`src/rtl/sram_bus_pkg.sv`:
```
// Shared types for the SRAM-like request bus: request payload, order-FIFO
// entry, master source ids and the arbiter lock state.
package sram_bus_pkg;

    localparam logic SRC_INST = 1'b0;
    localparam logic SRC_DATA = 1'b1;

    typedef struct packed {
        logic        wr;
        logic [1:0]  size;
        logic [31:0] addr;
        logic [3:0]  wstrb;
        logic [31:0] wdata;
    } sram_req_t;

    typedef struct packed {
        logic src;
        logic wr;
    } ord_ent_t;

    typedef enum logic {
        ST_IDLE   = 1'b0,
        ST_LOCKED = 1'b1
    } arb_state_e;

endpackage

```
`src/rtl/ord_fifo.sv`:
```
// Synchronous order FIFO remembering {src, wr} of each accepted transfer so
// in-order responses can be routed back. Pop on empty is ignored.
module ord_fifo
    import sram_bus_pkg::*;
#(
    parameter int DEPTH = 4
) (
    input  logic                   clk,
    input  logic                   resetn,
    input  logic                   push,
    input  ord_ent_t               push_ent,
    input  logic                   pop,
    output ord_ent_t               head,
    output logic                   full,
    output logic                   empty,
    output logic [$clog2(DEPTH):0] count
);

    localparam int AW = $clog2(DEPTH);
    localparam int CW = AW + 1;

    ord_ent_t        mem_q [DEPTH];
    ord_ent_t        mem_d [DEPTH];
    logic [AW-1:0]   wr_ptr_q, wr_ptr_d;
    logic [AW-1:0]   rd_ptr_q, rd_ptr_d;
    logic [CW-1:0]   count_q, count_d;
    logic            push_ok, pop_ok;

    assign full    = (count_q == CW'(DEPTH));
    assign empty   = (count_q == '0);
    assign push_ok = push && !full;
    assign pop_ok  = pop && !empty;
    assign head    = mem_q[rd_ptr_q];
    assign count   = count_q;

    // Pointers wrap naturally because DEPTH is a power of two.
    always_comb begin
        mem_d    = mem_q;
        wr_ptr_d = wr_ptr_q;
        rd_ptr_d = rd_ptr_q;
        if (push_ok) begin
            mem_d[wr_ptr_q] = push_ent;
            wr_ptr_d        = wr_ptr_q + AW'(1);
        end
        if (pop_ok) begin
            rd_ptr_d = rd_ptr_q + AW'(1);
        end
        count_d = count_q + CW'(push_ok) - CW'(pop_ok);
    end

    always_ff @(posedge clk) begin
        if (!resetn) begin
            for (int i = 0; i < DEPTH; i++) begin
                mem_q[i] <= '0;
            end
            wr_ptr_q <= '0;
            rd_ptr_q <= '0;
            count_q  <= '0;
        end else begin
            mem_q    <= mem_d;
            wr_ptr_q <= wr_ptr_d;
            rd_ptr_q <= rd_ptr_d;
            count_q  <= count_d;
        end
    end

endmodule

```
`src/rtl/sram_req_arbiter.sv`:
```
// Two-master (inst/data) to one-slave arbiter with grant lock across stalls,
// inst anti-starvation, read-after-write blocking and in-order response routing.
module sram_req_arbiter
    import sram_bus_pkg::*;
#(
    parameter int MAX_OUT    = 4,
    parameter int STARVE_LIM = 3
) (
    input  logic                     clk,
    input  logic                     resetn,
    input  logic                     m0_req,
    input  logic                     m0_wr,
    input  logic [1:0]               m0_size,
    input  logic [31:0]              m0_addr,
    input  logic [3:0]               m0_wstrb,
    input  logic [31:0]              m0_wdata,
    output logic                     m0_addr_ok,
    output logic                     m0_data_ok,
    output logic [31:0]              m0_rdata,
    input  logic                     m1_req,
    input  logic                     m1_wr,
    input  logic [1:0]               m1_size,
    input  logic [31:0]              m1_addr,
    input  logic [3:0]               m1_wstrb,
    input  logic [31:0]              m1_wdata,
    output logic                     m1_addr_ok,
    output logic                     m1_data_ok,
    output logic [31:0]              m1_rdata,
    output logic                     s_req,
    output logic                     s_wr,
    output logic [1:0]               s_size,
    output logic [31:0]              s_addr,
    output logic [3:0]               s_wstrb,
    output logic [31:0]              s_wdata,
    input  logic                     s_addr_ok,
    input  logic                     s_data_ok,
    input  logic [31:0]              s_rdata,
    output logic [$clog2(MAX_OUT):0] outstanding,
    output logic                     resp_err
);

    localparam int CW = $clog2(MAX_OUT) + 1;
    localparam int SW = $clog2(STARVE_LIM + 1);

    arb_state_e       state_q, state_d;
    logic             lock_src_q, lock_src_d;
    logic [SW-1:0]    starve_cnt_q, starve_cnt_d;
    logic [CW-1:0]    wr_pend_q, wr_pend_d;
    logic             resp_err_q, resp_err_d;

    sram_req_t [1:0]  mreq;
    sram_req_t        sel;
    ord_ent_t         head;
    logic             fifo_full, fifo_empty;
    logic             m0_elig, m1_elig, idle_src, sel_src, xfer, pop_ok;

    assign mreq[SRC_INST] = {m0_wr, m0_size, m0_addr, m0_wstrb, m0_wdata};
    assign mreq[SRC_DATA] = {m1_wr, m1_size, m1_addr, m1_wstrb, m1_wdata};

    // Full is registered occupancy, so a same-cycle pop never frees a slot early.
    assign m0_elig  = m0_req && !fifo_full;
    assign m1_elig  = m1_req && (m1_wr || wr_pend_q == '0) && !fifo_full;
    assign idle_src = (m1_elig && !(starve_cnt_q == SW'(STARVE_LIM) && m0_elig))
                      ? SRC_DATA : SRC_INST;

    assign m0_rdata = s_rdata;
    assign m1_rdata = s_rdata;
    assign resp_err = resp_err_q;

    ord_fifo #(
        .DEPTH(MAX_OUT)
    ) u_ord_fifo (
        .clk      (clk),
        .resetn   (resetn),
        .push     (xfer),
        .push_ent ({sel_src, s_wr}),
        .pop      (s_data_ok),
        .head     (head),
        .full     (fifo_full),
        .empty    (fifo_empty),
        .count    (outstanding)
    );

    always_ff @(posedge clk) begin
        if (!resetn) begin
            state_q      <= ST_IDLE;
            lock_src_q   <= SRC_INST;
            starve_cnt_q <= '0;
            wr_pend_q    <= '0;
            resp_err_q   <= 1'b0;
        end else begin
            state_q      <= state_d;
            lock_src_q   <= lock_src_d;
            starve_cnt_q <= starve_cnt_d;
            wr_pend_q    <= wr_pend_d;
            resp_err_q   <= resp_err_d;
        end
    end

    always_comb begin
        state_d      = state_q;
        lock_src_d   = lock_src_q;
        starve_cnt_d = starve_cnt_q;
        resp_err_d   = resp_err_q | (s_data_ok && fifo_empty);
        case (state_q)
            ST_IDLE: begin
                if (s_req && !s_addr_ok) begin
                    state_d    = ST_LOCKED;
                    lock_src_d = sel_src;
                end
            end
            ST_LOCKED: begin
                if (s_addr_ok) begin
                    state_d = ST_IDLE;
                end
            end
            default: state_d = ST_IDLE;
        endcase
        // Counts data grants that bypassed a waiting inst request.
        if (!m0_req || (xfer && sel_src == SRC_INST)) begin
            starve_cnt_d = '0;
        end else if (xfer && starve_cnt_q != SW'(STARVE_LIM)) begin
            starve_cnt_d = starve_cnt_q + SW'(1);
        end
        wr_pend_d = wr_pend_q + CW'(xfer && s_wr) - CW'(pop_ok && head.wr);
    end

    always_comb begin
        sel_src    = (state_q == ST_LOCKED) ? lock_src_q : idle_src;
        sel        = mreq[sel_src];
        s_req      = (sel_src == SRC_DATA) ? m1_elig : m0_elig;
        s_wr       = sel.wr;
        s_size     = sel.size;
        s_addr     = sel.addr;
        s_wstrb    = sel.wstrb;
        s_wdata    = sel.wdata;
        xfer       = s_req && s_addr_ok;
        m0_addr_ok = xfer && (sel_src == SRC_INST);
        m1_addr_ok = xfer && (sel_src == SRC_DATA);
        pop_ok     = s_data_ok && !fifo_empty;
        m0_data_ok = pop_ok && (head.src == SRC_INST);
        m1_data_ok = pop_ok && (head.src == SRC_DATA);
    end

endmodule

```
`config.mk`:
```
export PLATFORM = sky130hd
export DESIGN_NAME = sram_req_arbiter
export DESIGN_NICKNAME = d
export VERILOG_FILES = /design/src/rtl/sram_bus_pkg.sv /design/src/rtl/ord_fifo.sv /design/src/rtl/sram_req_arbiter.sv
export SDC_FILE = /design/constraint.sdc
export NUM_CORES = 1
export LEC_CHECK = 0
export BUFFER_PORTS_ARGS = -buffer_cell sky130_fd_sc_hd__buf_2
export CAP_MARGIN = 20
export CORE_AREA = 2 2 125 127
export CTS_BUF_LIST = sky130_fd_sc_hd__clkbuf_4 sky130_fd_sc_hd__clkbuf_8
export CTS_CLUSTER_DIAMETER = 120
export DETAILED_ROUTE_END_ITERATION = 10
export DIE_AREA = 0 0 127 129
export PLACE_DENSITY_LB_ADDON = 0.1
export SETUP_SLACK_MARGIN = 0.4
export SLEW_MARGIN = 20
export SYNTH_ARGS = -nofsm -noshare
export SYNTH_HDL_FRONTEND = slang
export SYNTH_SLANG_ARGS = --single-unit
```
`constraint.sdc`:
```
create_clock -name clk -period 9.3 [get_ports clk]
set_input_delay 1.86 -clock clk [delete_from_list [all_inputs] [get_ports clk]]
set_output_delay 1.86 -clock clk [all_outputs]
set_load 0.02 [all_outputs]
```
Yosys cells after proc, flatten, opt, wreduce, memory -nomap -nowiden --
Cells that the tools add are included.
Storage, ports and cells: latch bits 0, memory bits (writable) 0, bits in registers 23, memories kept 0, ROM bits 0
Cells by class: $lt $le $gt $ge 4, bitwise gates (word level) 7, reduce and logical (&&, ||, !) cells 29, shift operators 0, equality and inequality tests 3, div/mod/pow operators 0, mux-type cells 14, add/sub/neg operators 7, multipliers 0
Operator list (number):
- $mux W71 | 2
- $logic_and A1 B1 Y1 | 18
- $bwmux W8 | 1
- $add A2 B1 Y2 const B | 3
- $add A3 B1 Y3 | 2
- $ge A3 B3 Y1 const B | 2
- $logic_not A3 Y1 | 2
- $mux W2 | 3
- $not A2 Y3 | 2
- $sub A3 B1 Y3 | 2
- $logic_not A1 Y1 | 5
- $mux W1 | 5
- $bmux W2 S2 | 1
- $demux W2 S2 | 1
- $not A1 Y1 | 4
- $eq A3 B3 Y1 const B | 1
- $lt A3 B1 Y1 const B | 1
- $eq A2 B2 Y1 const B | 1
- $logic_or A1 B1 Y1 | 2
- $lt A1 B2 Y1 const B | 1
- $ne A2 B2 Y1 const B | 1
- $pmux W1 S2 | 1
- $reduce_and A2 Y1 | 1
- $reduce_or A2 Y1 | 1
- $or A1 B1 Y1 | 1

Depth between registers and ports, before layout --
Gate-level depths: netlist of run 1.
word-level depth 13, mapped depth 16, gate-level depth less buffers 14

Hierarchy --
Synthesis of run 1 repeated with hierarchy kept, for this count alone.
Second synthesis, totals: cells, all modules 278, area total of the unflattened synthesis 2580.0 µm²
By module, submodules not included:
- sram_req_arbiter | cells an instance 199, times used 1, sequential area each 160.2 µm², area each 1809.2 µm²
- ord_fifo | cells an instance 79, times used 1, sequential area each 300.3 µm², area each 770.7 µm²

Least setup slack after synthesis of run 1 --
No wires, ideal clock.
kind input to output, from in m0_req, to out s_addr[0], arrival time 3124 ps, path slack 4316 ps, stages on the path 6, buffers on the path 3, required time 7440 ps, cell sequence clkbuf_1 a21oi_1 a21boi_2 buf_4 buf_4 mux2_1
On the way: word-level cells in the longest chain between the ends 8
Ends and longest elaborated chain:
- from (decl) | RTL line sram_req_arbiter.sv:11 | input logic m0_req,
- $logic_and A1 B1 Y1 | RTL line sram_req_arbiter.sv:61 | assign m0_elig = m0_req && !fifo_full;
- $logic_and A1 B1 Y1 | RTL line sram_req_arbiter.sv:63 | assign idle_src = (m1_elig && !(starve_cnt_q == SW'(STARVE_LIM) && m0_elig))
- $logic_not A1 Y1 | RTL line sram_req_arbiter.sv:63
- $logic_and A1 B1 Y1 | RTL line sram_req_arbiter.sv:63
- $mux W1 | RTL line sram_req_arbiter.sv:64 | ? SRC_DATA : SRC_INST;
- $mux W1 | RTL line sram_req_arbiter.sv:129 | sel_src = (state_q == ST_LOCKED) ? lock_src_q : idle_src;
- $mux W71 (implied by the code) (2 in series) | RTL line sram_req_arbiter.sv:130 | sel = mreq[sel_src];
- to (decl) | RTL line sram_req_arbiter.sv:32 | output logic [31:0] s_addr,
Every way passes these cells. The select of a mux whose other input is x is not followed.

Worst setup path in the final report of run 1 --
from in m1_wr, to out s_addr[9]
On the way: word-level cells in the longest chain between the ends 8
Ends and longest elaborated chain:
- from (decl) | RTL line sram_req_arbiter.sv:21 | input logic m1_wr,
- $logic_or A1 B1 Y1 | RTL line sram_req_arbiter.sv:62 | assign m1_elig = m1_req && (m1_wr || wr_pend_q == '0) && !fifo_full;
- $logic_and A1 B1 Y1 (2 in series) | RTL line sram_req_arbiter.sv:62
- $logic_and A1 B1 Y1 | RTL line sram_req_arbiter.sv:63
- $mux W1 | RTL line sram_req_arbiter.sv:64
- $mux W1 | RTL line sram_req_arbiter.sv:129
- $mux W71 (implied by the code) (2 in series) | RTL line sram_req_arbiter.sv:130
Every way passes these cells. The select of a mux whose other input is x is not followed.

==> results.yml, run 1 <==
worst_setup_path:
  worstSetupPathType: "in2out"
  regToRegSetupSlack_ns: 5.66
  start_kind: "input pin"
  max_stage_delay_ns: 0.49
  cp_cell_sequence: "buf_2 > o211a_2 > a21boi_4 > buf_16 > buf_4 > mux2_1 > buf_2"
  critPathSlowestCell: "buf_4"
  required_ns: 7.44
  path_max_fanout: 43
  end_kind: "primary output"
  critical_path.most_common_cell: "buf_2"
  cp_data_arrival_time_ns: 4.07
synthesis:
  synth_flop_cell: "dfxtp_1"
  synthTopCellsByArea: "mux2_1, buf_4, dfxtp_1"
  synth-compound-area-share_pct: 9.995
  netlist_area_mm2: 0.002604
  synthSimpleGateAreaFrac_pct: 8.025
  yosys.area_share.adder_pct: 5.863
  ys_types: 42
  avgSynthCellArea_um2: 9.299
  yosys.area.top_type: "mux2_1"
  synth_top_family_by_area: "multiplexers"
  ys_ff_latch: 23
  syn-num-nets: 471
  synth-edff-count: 0
  synth_xor_area_share_pct: 2.355
  netlist_instances: 280
  yosysSeqAreaShare_pct: 17.68
  async_flop_share_pct: 0
  yosys_warnings: 0
  synthMuxAreaShare_pct: 32.92
  synth_top_area_share_pct: 24.65
final_layout:
  layout.nets: 629
  area_growth_pct: 34.79
  layout-drive-gt1-share_pct: 59.50
  utilization_pct: 23.43
  layout_common_cells: "buf_2, mux2_1, dfxtp_1"
  fin_cells: 625
  layout_commonest_cell: "buf_2"
  antenna_cells: 0
min_path:
  min_path_type: "reg2reg"
placement:
  dp.cells: 620
  io_buffers: 227
  dp_hpwl_mm: 8.728
  gp_congestion: 0.8147
routing:
  drc_errors: 0
  detail_route.vias_per_cell: 4.104
  first_pass_iters: 4
  num_vias: 2565
  final_antenna_net_count: 0
  routed_wl_mm: 10.27
  wire_per_inst_um: 16.44
  initialDrtViolationCount: 64
die:
  core.rowCount: 45
  die_h_um: 129
  start_util_pct: 17.39
  die-area_mm2: 0.01638
  io_pins: 324
  core_mm2: 0.01498
  chipWidth_um: 127
clock_network:
  ctsHoldBuffers: 0
  cts_max_level: 1
  cts_buffers: 3
  cts_tree: "built"
  clkTransAtPathRegs_ns: 0.09
  clock_path_buffers: 2
  cts.sinks: 23
  cts_resized: 0
  cts_root_buffer: "clkbuf_8"
  cts_setup_buffers: 0
  clk_latency_ns: 0.27
pwr:
  power_density_mw_per_mm2: 218.6
  irDropWorstVdd_v: 0.00007776
  power.leakage_nw: 1.733
timing:
  final_hold_viol_count: 0
  finalClockSkew_ns: 0.006637
  holdWs_ns: 0.4780
  slew_violations: 0
  setup_tns_ns: 0
  tightest_slew_ns: 0.6503
  fmax_ghz: 0.1685
  min_period_ns: 5.935
  max_slew_margin_pct: 56.38
  finalSetupViolCount: 0
  rsz0062_at_grt: "no"
  fin_crit_sh_pct: 63.82
grt:
  grt_usage_pct: 11.95
  grt_start_max_net_pins: 44
  grt_pass1_vias: 2521
  grt_pass1_wl_mm: 14.99
  overflow: 0
  antenna_found_initial: 1
job:
  cap_violations: 0
outcome:
  status: "finished clean"
-- cell usage after synthesis (2+ instances only) --
cell      count
a211oi_1      2
a211oi_2      4
a21oi_1       9
a31oi_1       6
and2_1        6
buf_2         2
buf_4        71
clkbuf_1      3
dfxtp_1      23
fa_1          2
ha_1          9
inv_1        11
mux2_1       57
mux2_2       13
mux4_2        2
nand2_1       8
nand2b_1      2
nand4_1       2
nor2_1       11
nor3_1        2
o211ai_1      2
o21ai_0       4
o21ai_1       3
or3_1         3
xnor2_1       5
xor2_1        2
-- area by class of cell --
type / count / area, um2
Fill cell: 1681 / 11470
Multi-Input combinational cell: 168 / 1548
Timing Repair Buffer: 229 / 1171
Sequential cell: 23 / 460.4
Tap cell: 188 / 235.2
Inverter: 13 / 48.80
Clock buffer: 3 / 41.29
Clock inverter: 1 / 5.005
-- path summary, 6_finish.rpt --
kind,end,from,cells past startpoint
max,s_addr[9],m1_wr,7
min,u_ord_fifo.mem_q[1],u_ord_fifo.mem_q[1],2
max reg2reg,wr_pend_q[2],u_ord_fifo.count[2],14
min reg2reg,u_ord_fifo.mem_q[1],u_ord_fifo.mem_q[1],2
-- power by group --
part | internal [W] | switching (W)
clock network | 0.0000301 | 0.0000375
registers | 0.000122 | 0.0000232
logic | 0.000234 | 0.000321
total | 0.000386 | 0.000382
-- through the flow --
| stage | area, um2 | setup slack (ns) | power (W) |
|---|---|---|---|
| after global routing | 3510 | 3.230 | 0.0008300 |
| after floorplan | 2604 | 4.316 | 0.0005726 |
| after global placement | 3436 | 3.029 | 0.0006986 |
| final | 3510 | 3.365 | 0.0007673 |
| after detailed placement | 3436 | 2.952 | 0.0006987 |
| after CTS | 3482 | 2.947 | 0.0007709 |
-- metal layers --
metal	GRT usage (%)	wire length (um)	share of wire [%]	up-vias
li1	-	-	-	1225
met4	3.685	242	2.4	0
met2	20.24	4820	47	145
met3	3.202	1020	9.9	24
met5	0	0	0	-
met1	14.88	4190	41	1171
-- worst max-delay path, delay by kind of cell --
| family | cells | cell delay, ns |
|---|---|---|
| compound gates | 2 | 0.75 |
| mux | 1 | 0.41 |
| buf+inv | 4 | 1.03 |
-- cells by family after synthesis --
group | Yosys count
buffers and inverters | 89
multiplexers | 74
AND/OR/NAND/NOR | 40
AO/OA/AOI/OAI | 36
flip-flops | 23
adder cells (fa/ha/maj) | 11
XOR/XNOR | 7
-- flip-flops by register name (all words and copies together) (netlist names) --
| register | flops |
|---|---|
| u_ord_fifo.wr_ptr_q | 2 |
| lock_src_q | 1 |
| u_ord_fifo.count | 3 |
| state_q | 1 |
| u_ord_fifo.rd_ptr_q | 2 |
| starve_cnt_q | 2 |
| resp_err | 1 |
| u_ord_fifo.mem_q | 8 |
| wr_pend_q | 3 |
Note: power is estimated with default switching activity, not from simulation.
==> run 2, diff against run 1 <==
==> constraint.sdc (replaced) <==
create_clock -name clk -period 6.04 [get_ports clk]
set_input_delay 1.208 -clock clk [delete_from_list [all_inputs] [get_ports clk]]
set_output_delay 1.208 -clock clk [all_outputs]
set_load 0.02 [all_outputs]
==> results.yml, run 2 (synthesis gave the netlist of run 1 again) <==
worst_setup_path:
  critPathSlowestCell: "mux2i_2"
  end_kind: "primary output"
  max_stage_delay_ns: 0.53
  path_max_fanout: 36
  cp_cell_sequence: "buf_2 > o211a_2 > a21boi_4 > buf_4 > mux2i_2 > inv_2 > buf_2"
  start_kind: "input pin"
  required_ns: 4.83
  critical_path.most_common_cell: "buf_2"
  cp_data_arrival_time_ns: 2.97
  worstSetupPathType: "in2out"
die:
  core_mm2: 0.01498
  core.rowCount: 45
  chipWidth_um: 127
  die-area_mm2: 0.01638
  start_util_pct: 17.39
  die_h_um: 129
  io_pins: 324
final_layout:
  largest_reg_flops: 8
  layout_common_cells: "buf_2, mux2_1, dfxtp_1"
  layout_commonest_cell: "buf_2"
  fillers: 1687
  layout-drive-gt1-share_pct: 59.50
  design_area_mm2: 0.003492
  area_growth_pct: 34.12
  top_register: "u_ord_fifo.mem_q"
  layout.nets: 629
  antenna_cells: 0
timing:
  fmax_ghz: 0.2396
  rsz0062_at_grt: "no"
  min_period_ns: 4.174
  max_slew_margin_pct: 57.51
  tightest_slew_ns: 0.6334
  finalClockSkew_ns: 0.007453
  setup_ws_ns: 1.866
  slew_violations: 0
  fin_crit_sh_pct: 69.11
  setup_tns_ns: 0
  final_hold_viol_count: 0
  finalSetupViolCount: 0
placement:
  gp_congestion: 0.8257
  io_buffers: 227
  post-place-ws_ns: 1.803
  place_area_mm2: 0.003443
  dp_hpwl_mm: 8.451
routing:
  final_antenna_net_count: 0
  initialDrtViolationCount: 47
  detail_route.vias_per_cell: 3.995
  wire_per_inst_um: 15.61
  drc_errors: 0
  first_pass_iters: 4
  routed_wl_mm: 9.757
  num_vias: 2497
clock_network:
  cts_root_buffer: "clkbuf_8"
  cts_setup_buffers: 0
  ctsHoldBuffers: 0
  cts_resized: 0
  cts_buffers: 3
  cts.sinks: 23
  cts_max_level: 1
  clock_path_buffers: 2
  clk_latency_ns: 0.27
  cts_tree: "built"
  clkTransAtPathRegs_ns: 0.09
grt:
  grt_start_max_net_pins: 40
  antenna_found_initial: 1
  grt_usage_pct: 11.29
  grt_pass1_wl_mm: 14.18
  grt_pass1_vias: 2477
  overflow: 0
pwr:
  power_density_mw_per_mm2: 333.8
  irDropWorstVdd_v: 0.00009968
  total_power_w: 0.001166
  power.leakage_nw: 1.725
min_path:
  min_path_type: "reg2reg"
outcome:
  status: "finished clean"
job:
  cap_violations: 0
run 2: report_power, final:
part	internal (W)	switching, W
sequential	0.000188	0.0000356
combinational	0.000349	0.000490
clock	0.0000516	0.0000515
run 2: critical path, delay by kind of cell:
kind | cells | cell delay [ns]
buf+inv | 4 | 0.79
mux | 1 | 0.53
compound gates | 2 | 0.43
run 2: per-layer routing:
metal	track usage (%)	routed length (um)	vias to the layer above	part of all wire [%]
met4	3.749	225	2	2.3
met3	3.950	1134	22	12
met1	13.10	3834	1110	39
met2	19.51	4549	139	47
met5	0	13	-	0.13
li1	-	-	1224	-
run 2: final timing paths:
check	start	to	slack, ns	depth (start not counted)
max	m1_wr	s_wr	1.87	7
min	starve_cnt_q[1]	starve_cnt_q[1]	0.47	2
max reg2reg	u_ord_fifo.count[1]	wr_pend_q[2]	2.39	15
min reg2reg	starve_cnt_q[1]	starve_cnt_q[1]	0.47	2
run 2: stage by stage:
step / cells / utilization [%] / hold WS [ns]
floorplan: 280 / - / 0.4392
global placement: 621 / 22.99 / 0.4524
detailed placement: 621 / 22.99 / 0.4637
CTS: 625 / 23.32 / 0.4761
global route: 625 / 23.32 / 0.5024
finish: 625 / 23.32 / 0.4731
run 2: cell type report:
| cell class | instances | area, um2 | share of cell area, % |
|---|---|---|---|
| well taps | 188 | 235.2 | 6.736 |
| clock buffers | 4 | 48.80 | 1.397 |
| flip-flops and latches | 23 | 460.4 | 13.19 |
| inverters | 13 | 48.80 | 1.397 |
| repair buffers | 229 | 1151 | 32.96 |
| multi-input cells | 168 | 1548 | 44.32 |
==> run 3, diff against run 2 <==
--- a/config.mk
+++ b/config.mk
@@ -5,13 +5,14 @@
 export SDC_FILE = /design/constraint.sdc
 export NUM_CORES = 1
 export LEC_CHECK = 0
+export ABC_AREA = 1
 export BUFFER_PORTS_ARGS = -buffer_cell sky130_fd_sc_hd__buf_2
 export CAP_MARGIN = 20
-export CORE_AREA = 2 2 125 127
+export CORE_AREA = 2 2 127 129
 export CTS_BUF_LIST = sky130_fd_sc_hd__clkbuf_4 sky130_fd_sc_hd__clkbuf_8
 export CTS_CLUSTER_DIAMETER = 120
 export DETAILED_ROUTE_END_ITERATION = 10
-export DIE_AREA = 0 0 127 129
+export DIE_AREA = 0 0 129 131
 export PLACE_DENSITY_LB_ADDON = 0.1
 export SETUP_SLACK_MARGIN = 0.4
 export SLEW_MARGIN = 20
==> constraint.sdc (replaced) <==
create_clock -name clk -period 3.9 [get_ports clk]
set_input_delay 0.78 -clock clk [delete_from_list [all_inputs] [get_ports clk]]
set_output_delay 0.78 -clock clk [all_outputs]
set_load 0.02 [all_outputs]
==> results.yml, run 3 <==
worst_setup_path:
  cp_top_family: "buffers and inverters"
  cp_cell_sequence: "buf_2 > a21oi_1 > nor2_2 > nand2_2 > nand2_2 > inv_4 > buf_12 > nand2_1 > nand2_1 > buf_2"
  required_ns: 3.12
  startpoint: "m1_wr"
  worstSetupPathType: "in2out"
  critPathBufInv: 4
  r2r-end: "wr_pend_q[2]"
  rr_worst_depth: 18
  cp_data_arrival_time_ns: 2.19
  critPathSlowestCell: "buf_12"
  endpoint: "s_addr[29]"
  path_max_fanout: 58
  end_kind: "primary output"
  regToRegSetupSlack_ns: 1.18
  start_kind: "input pin"
  critical_path_depth: 10
  r2r-start: "starve_cnt_q[0]"
  max_stage_delay_ns: 0.27
final_layout:
  layout_commonest_cell: "nand2_1"
  area_growth_pct: 33.23
  multiInputGateArea_mm2: 0.001469
  antenna_cells: 0
  largest_reg_flops: 8
  register_area_um2: 460.4
  top_register: "u_ord_fifo.mem_q"
  layout.nets: 819
  fillers: 1859
  layout-drive-gt1-share_pct: 39.71
  layout_common_cells: "nand2_1, buf_2, inv_1"
routing:
  final_antenna_net_count: 0
  initialDrtViolationCount: 155
  wire_per_inst_um: 15.76
  num_vias: 3222
  routed_wl_mm: 13.28
  drc_errors: 0
  first_pass_iters: 4
  detail_route.vias_per_cell: 3.822
timing:
  finalClockSkew_ns: 0.01247
  fmax_ghz: 0.3367
  finalSetupViolCount: 0
  rsz0062_at_grt: "no"
  min_period_ns: 2.970
  fin_crit_sh_pct: 76.16
  slew_violations: 0
  holdWs_ns: 0.4568
  final_hold_viol_count: 0
  tightest_slew_ns: 0.4978
  max_slew_margin_pct: 66.81
  setup_tns_ns: 0
  setup_ws_ns: 0.9300
placement:
  dp_hpwl_mm: 11.35
  post-place-ws_ns: 0.8512
  gp_congestion: 0.7808
  io_buffers: 227
die:
  start_util_pct: 17.31
  io_pins: 324
  die-area_mm2: 0.01690
  core_mm2: 0.01560
  chipWidth_um: 129
  die_h_um: 131
  core.rowCount: 46
clock_network:
  cts_root_buffer: "clkbuf_8"
  ctsHoldBuffers: 0
  cts.sinks: 23
  cts_setup_buffers: 0
  cts_buffers: 3
  cts_tree: "built"
  clkTransAtPathRegs_ns: 0.10
  cts_max_level: 1
  clock_path_buffers: 2
  cts_resized: 0
  clk_latency_ns: 0.27
synthesis:
  synthTopCellsByArea: "nand2_1, buf_4, dfxtp_1"
  netlist_instances: 475
  yosysSeqAreaShare_pct: 17.05
  synth_top_area_share_pct: 33.50
  synth_flop_cell: "dfxtp_1"
  syn-num-nets: 666
  synth-edff-count: 0
  ys_types: 25
  yosys.area.top_type: "nand2_1"
  async_flop_share_pct: 0
  ys_top_cells_by_count: "nand2_1, buf_4, inv_1, dfxtp_1, nor2_1"
  netlist_area_mm2: 0.002700
  ys_ff_latch: 23
  yosys_warnings: 0
  avgSynthCellArea_um2: 5.684
  synth_most_common_cell: "nand2_1"
pwr:
  power.leakage_nw: 2.233
  power_density_mw_per_mm2: 556.2
  switchingPower_w: 0.001167
  clock_power_share_pct: 7.9
  irDropWorstVdd_v: 0.0002177
  swShare_pct: 58.33
  p_comb_share_pct: 75.7
  power.share.sequential_pct: 16.4
  p_int_w: 0.0008339
grt:
  busiest_layer: "met2"
  grtUsageMet2_pct: 20.88
  grt_util_met1_pct: 19.22
  grt_pass1_wl_mm: 18.00
  grt_start_max_net_pins: 59
  use_met3_pct: 6.474
  overflow: 0
  grt_usage_pct: 14.19
  grt_pass1_vias: 3020
  antenna_found_initial: 0
job:
  cap_violations: 0
min_path:
  min_path_type: "reg2reg"
outcome:
  status: "finished clean"
## run 3: cell types whose count changed after synthesis, moves of 3 or more
| cell | delta |
|---|---|
| o21ai_0 | +4 |
| nor2_1 | +11 |
| mux2_2 | -13 |
| nand4_1 | +3 |
| mux2_1 | -57 |
| nand2_1 | +233 |
| or3_1 | -3 |
| nand2_2 | +5 |
| inv_1 | +33 |
| buf_2 | +7 |
| and2_1 | -6 |
| a211oi_2 | -4 |
| a31oi_1 | -6 |
## run 3: cells by family (layout without fill, tap and decap cells)
| group | after synthesis | after routing | synth area share, % |
|---|---|---|---|
| simple gates | 283 | 283 | 42.26 |
| buf+inv | 128 | 280 | 28.54 |
| compound gates | 27 | 27 | 5.515 |
| flops | 23 | 23 | 17.05 |
| fa+ha+maj | 11 | 11 | 5.654 |
| xor+xnor | 3 | 3 | 0.9733 |
## run 3: metrics by stage
| stage | instances | power, W | cell area (um2) | util, % |
|---|---|---|---|---|
| 2_1_floorplan | 475 | 0.001424 | 2700 | - |
| 3_3_place_gp | 839 | 0.001867 | 3548 | 22.75 |
| 3_5_place_dp | 839 | 0.001871 | 3548 | 22.75 |
| 4_1_cts | 843 | 0.002045 | 3597 | 23.06 |
| 5_1_grt | 843 | 0.002212 | 3597 | 23.06 |
| 6_report | 843 | 0.002001 | 3597 | 23.06 |
## run 3: power by group through the flow
stage / combinational, W / sequential [W] / clock (W)
after floorplan: 0.00108 / 0.000341 / 0
after detailed placement: 0.00154 / 0.000336 / 0
final: 0.00151 / 0.000328 / 0.000158
after CTS: 0.00155 / 0.000329 / 0.000169
after global placement: 0.00153 / 0.000335 / 0
after global routing: 0.00170 / 0.000337 / 0.000179
## run 3: worst min path at each step
stage	slack [ns]	cells past startpoint	start	end
2_1_floorplan	0.42	2	lock_src_q	lock_src_q
3_3_place_gp	0.44	2	lock_src_q	lock_src_q
3_5_place_dp	0.45	2	resp_err	resp_err
4_1_cts	0.46	2	lock_src_q	lock_src_q
5_1_grt	0.49	2	lock_src_q	lock_src_q
6_report	0.46	2	resp_err	resp_err
## run 3: area by class of cell
class / instances / share of cell area (%)
timing repair buffer: 230 / 32.56
clock buffer: 3 / 1.148
inverter: 46 / 4.939
tap: 216 / 7.513
multi-input combinational: 324 / 40.83
clock inverter: 1 / 0.2087
sequential: 23 / 12.80
## run 3: per-layer routing
layer  part of all wire (%)  up-vias
met5                      0        -
met1                     44     1373
met4                   0.90        0
met3                     12        6
li1                       -     1660
met2                     43      183
## run 3: worst min-delay path: stages, from the launching register on
cell     delay (ns)
dfxtp_1        0.32
inv_1          0.04
a21oi_1        0.05
